## config.mk

```make
export PLATFORM = sky130hd
export DESIGN_NAME = seq_player
export DESIGN_NICKNAME = d
export VERILOG_FILES = /design/src/rtl/seq_player.sv
export SDC_FILE = /design/constraint.sdc
export NUM_CORES = 1
export LEC_CHECK = 0
export CELL_PAD_IN_SITES_DETAIL_PLACEMENT = 0
export CELL_PAD_IN_SITES_GLOBAL_PLACEMENT = 1
export CORE_MARGIN = 3
export CORE_UTILIZATION = 41
export DETAILED_ROUTE_END_ITERATION = 10
export PLACE_DENSITY = 0.81
export SKIP_LAST_GASP = 1
export SLEW_MARGIN = 20
export SYNTH_ARGS = -nofsm -noshare
export SYNTH_HDL_FRONTEND = slang
export SYNTH_SLANG_ARGS = --single-unit
export TNS_END_PERCENT = 100
```

## constraint.sdc

```tcl
create_clock -name clock -period 6.4 [get_ports clock]
set_input_delay 1.28 -clock clock [delete_from_list [all_inputs] [get_ports clock]]
set_output_delay 1.28 -clock clock [all_outputs]
set_load 0.01 [all_outputs]
```

## src/rtl/seq_player.sv

```systemverilog
// Pattern-table stimulus sequencer with loop, one-shot, manual-step and hold modes.
// Define SEQ_LOAD_EN to make the table writable through the load_* port while not running.
module seq_player #(
  parameter int unsigned DATA_W   = 8,
  parameter int unsigned DEPTH    = 8,
  parameter int unsigned STEP_DIV = 25_000_000
) (
  input  logic                     clock,
  input  logic                     aclr,
  input  logic                     enable,
  input  logic [1:0]               mode,
  input  logic                     step,
  input  logic [DATA_W-1:0]        manual_in,
  input  logic                     load_we,
  input  logic [$clog2(DEPTH)-1:0] load_addr,
  input  logic [DATA_W-1:0]        load_data,
  output logic [DATA_W-1:0]        out_data,
  output logic [$clog2(DEPTH)-1:0] addr,
  output logic                     tick,
  output logic                     busy,
  output logic                     done
);

  localparam int unsigned ADDR_W = $clog2(DEPTH);
  localparam int unsigned CNT_W  = $clog2(STEP_DIV);

  typedef enum logic [1:0] {StIdle, StRun, StDone} state_e;

  state_e            state_q;
  logic [ADDR_W-1:0] addr_q;
  logic [CNT_W-1:0]  cnt_q;
  logic              tick_q, busy_q, done_q, step_q;

  logic              cnt_last, addr_last, adv;
  logic [ADDR_W-1:0] addr_inc;

  always_comb begin
    cnt_last  = (cnt_q == CNT_W'(STEP_DIV - 1));
    addr_last = (addr_q == ADDR_W'(DEPTH - 1));
    addr_inc  = addr_last ? '0 : addr_q + 1'b1;
    adv       = 1'b0;
    if (state_q == StRun) begin
      unique case (mode)
        2'b00, 2'b01: adv = cnt_last;
        2'b10:        adv = step & ~step_q;
        default:      adv = 1'b0;
      endcase
    end
  end

  always_ff @(posedge clock or posedge aclr) begin
    if (aclr) begin
      state_q <= StIdle;
      addr_q  <= '0;
      cnt_q   <= '0;
      tick_q  <= 1'b0;
      busy_q  <= 1'b0;
      done_q  <= 1'b0;
      step_q  <= 1'b0;
    end else begin
      step_q <= step;
      tick_q <= 1'b0;
      unique case (state_q)
        StIdle: begin
          if (enable) begin
            state_q <= StRun;
            busy_q  <= 1'b1;
            cnt_q   <= '0;
            addr_q  <= '0;
          end
        end
        StRun: begin
          // Dropping enable beats a coincident advance: no tick, straight to IDLE.
          if (!enable) begin
            state_q <= StIdle;
            busy_q  <= 1'b0;
            addr_q  <= '0;
            cnt_q   <= '0;
          end else begin
            if (mode == 2'b00 || mode == 2'b01) begin
              cnt_q <= cnt_last ? '0 : cnt_q + 1'b1;
            end
            if (adv) begin
              tick_q <= 1'b1;
              if (mode == 2'b01 && addr_last) begin
                state_q <= StDone;
                busy_q  <= 1'b0;
                done_q  <= 1'b1;
              end else begin
                addr_q <= addr_inc;
              end
            end
          end
        end
        StDone: begin
          if (!enable) begin
            state_q <= StIdle;
            done_q  <= 1'b0;
            addr_q  <= '0;
          end
        end
        default: state_q <= StIdle;
      endcase
    end
  end

  assign addr = addr_q;
  assign tick = tick_q;
  assign busy = busy_q;
  assign done = done_q;

`ifdef SEQ_LOAD_EN
  localparam logic [ADDR_W:0] DepthLim = (ADDR_W + 1)'(DEPTH);

  logic [DATA_W-1:0] table_q [DEPTH];

  always_ff @(posedge clock or posedge aclr) begin
    if (aclr) begin
      for (int unsigned i = 0; i < DEPTH; i++) begin
        table_q[i] <= DATA_W'(i);
      end
    end else if (load_we && state_q != StRun && {1'b0, load_addr} < DepthLim) begin
      table_q[load_addr] <= load_data;
    end
  end

  assign out_data = enable ? table_q[addr_q] : manual_in;
`else
  // Without loading the table is the identity, so the entry is just the index.
  logic unused_load;
  assign unused_load = ^{load_we, load_addr, load_data};

  assign out_data = enable ? DATA_W'(addr_q) : manual_in;
`endif

endmodule

```

==> flow_metrics.tcl <==
set metrics [dict create \
    grt_overflow 0 \
    remaining_drc_errors 0 \
    ant_nets 0 \
    hold_viol 0 \
    antenna_found_initial 0 \
    async_flop_share_pct 100.0 \
    cp-end-kind "primary output" \
    grt_util_all_layers_pct 17.18 \
    skew_ns 0.004373 \
    grt_max_degree 35 \
    n_antenna_cell 0 \
    finalNetCount 256 \
    synth_cell_types 42 \
    postRouteWirelength_mm 4.250 \
    port_buffers 27 \
    grt_pass1_vias 1550 \
    max_slew_margin_pct 57.28 \
    synth_edf_count 0 \
    holdCritPathClass "flip-flop to flip-flop" \
    synth_seq_area_share_pct 45.33 \
    ys_warn_count 0 \
    htree_num_levels 2 \
    outcome "complete, no violations" \
    p_leak_nw 0.9192 \
    dr_total_vias 1580 \
    final_common_cell "dfrtp_1" \
    ir_drop_v 0.0001184 \
    core_um2 4202 \
    nFillCells 386 \
    drt_first_pass_iters 4 \
    cts_buffer_depth 2 \
    die-area_um2 5425 \
    wl_met3_um 192 \
    synthCells 199 \
    holdWs_ns 0.5084 \
    cts_tree "yes" \
    syn_to_final_growth_pct 20.13 \
    met2WireLength_mm 1.953 \
    top_layer_used "met4" \
    die_x_um 73.66 \
    cts_hold_buf 0 \
    place_congestion 0.8340 \
    cts_resized 0 \
    reg2regPathDepth 5 \
    syn_area_per_cell_um2 9.431 \
    drtIter0Drc 68 \
    hold_path_depth 2 \
    clockRootBuffer "clkbuf_8" \
    synth-seq-cells 34 \
    cap_violations 0 \
    slew_violations 0 \
    avgViaCountPerCell 5.704 \
    start_util_pct 44.67 \
    drive_gt1_share_pct 7.930 \
    routedWlPerCell_um 15.34 \
    critPathArrivalTime_ns 3.04 \
    layout_common_cells "34 x dfrtp_1, 28 x nor2_1, 27 x clkdlybuf4s50_1" \
    netlist_area_um2 1877 \
    setup_violations 0 \
    dp_hpwl_mm 3.144 \
    postCtsSetupRepairBufs 0 \
    worstMarginPinSlew_ns 0.6388 \
    rows 23 \
    path_max_fanout 18 \
    rsz0062_at_grt "no" \
    clock_latency_ns 0.28 \
    period_needed_ns 4.324 \
    final.setup.tns_ns 0 \
    syn_nets 228 \
    critPathKind "primary input to primary output" \
    cts-buffers-inserted 5 \
    grt_first_pass_wirelength_mm 7.176 \
    p_per_area_nw_per_um2 180.4 \
    critPathRequiredTime_ns 5.12 \
    met1_length_mm 2.014 \
    numClockSinks 34 \
    synth-main-ff-cell "dfrtp_1" \
    total_power_w 0.0004067 \
    cp-start-kind "primary input" \
    io_pins 40 \
    die_h_um 73.66 \
    max_freq_mhz 231.2 \
    clk_pin_slew_ns 0.06 \
    post-route-period-util_pct 67.57 \
]
flip-flops by register name (all words and copies together) (netlist names):
signal,cells
cnt_q,25
busy,1
state_q,2
step_q,1
addr,3
tick,1
done,1
kinds of logic after synthesis:
kind of cell | synth area share, %
compound gates | 8.134
xor+xnor | 8.867
flops | 45.33
simple gates | 30.47
mux | 2.333
buf+inv | 2.867
fa+ha+maj | 2.000
synth_stat cells (all sizes together), types with 2 or more instances:
cell	instances	area (um^2)
dfrtp	34	850.8
nor2	28	105.1
nand2	17	63.81
xor2	13	113.9
nand3	12	72.57
nand4	10	62.56
nor3	8	40.04
o21ai	8	40.04
clkbuf	6	23.77
xnor2	6	52.55
a21oi	5	25.02
nor2b	5	31.28
a22o	3	26.28
and2	3	20.02
and3	3	18.77
ha	3	37.54
mux2	3	33.78
or3	3	20.02
or4	3	26.27
and4	2	18.77
buf	2	22.52
inv	2	7.510
nand3b	2	15.01
nor3b	2	15.01
nor4	2	12.51
nor4bb	2	20.02
o21a	2	15.01
or2	2	12.51
per-layer routing:
| layer | vias to the layer above | track usage, % |
|---|---|---|
| met4 | 0 | 6.841 |
| met2 | 38 | 25.89 |
| met1 | 773 | 23.77 |
| met5 | - | 0 |
| li1 | 756 | - |
| met3 | 13 | 3.967 |
per-stage QoR:
stage                     utilization, %  worst slack (ns)  instances  area, um^2
final                              53.66             2.076        277        2255
after detailed placement           51.85             2.081        270        2178
after global routing               53.66             2.002        277        2255
after floorplan                        -             3.344        199        1877
after global placement             51.85             2.126        270        2178
after CTS                          53.66             2.081        277        2255
worst max-delay path, stage by stage:
cell and delay (ns):
clkdlybuf4s50_1 0.88, mux2_2 0.40, clkdlybuf4s50_1 0.48
final timing paths:
kind                       slack [ns]        from          end
max reg2reg                      4.22  state_q[1]    cnt_q[21]
min                              0.51    cnt_q[1]     cnt_q[1]
min in group asynchronous        1.39        aclr    cnt_q[22]
max in group asynchronous        4.71        aclr     cnt_q[3]
min reg2reg                      0.51    cnt_q[1]     cnt_q[1]
max                              2.08      enable  out_data[1]
report_power, final:
part	internal, W	total [W]	leakage, nW	switching, W
Clock	0.0000748	0.000147	0.0383	0.0000719
Sequential	0.000217	0.000220	0.467	0.00000243
Combinational	0.0000202	0.0000401	0.414	0.0000200
area by class of cell:
| class | count | area (um^2) | area share [%] |
|---|---|---|---|
| multi-input cells | 155 | 972.2 | 43.12 |
| flip-flops and latches | 34 | 850.8 | 37.74 |
| repair buffers | 29 | 285.3 | 12.65 |
| clock buffers | 7 | 76.32 | 3.385 |
| well taps | 50 | 62.56 | 2.775 |
| inverters | 2 | 7.507 | 0.3330 |
Power figures use the tool's default switching activity.
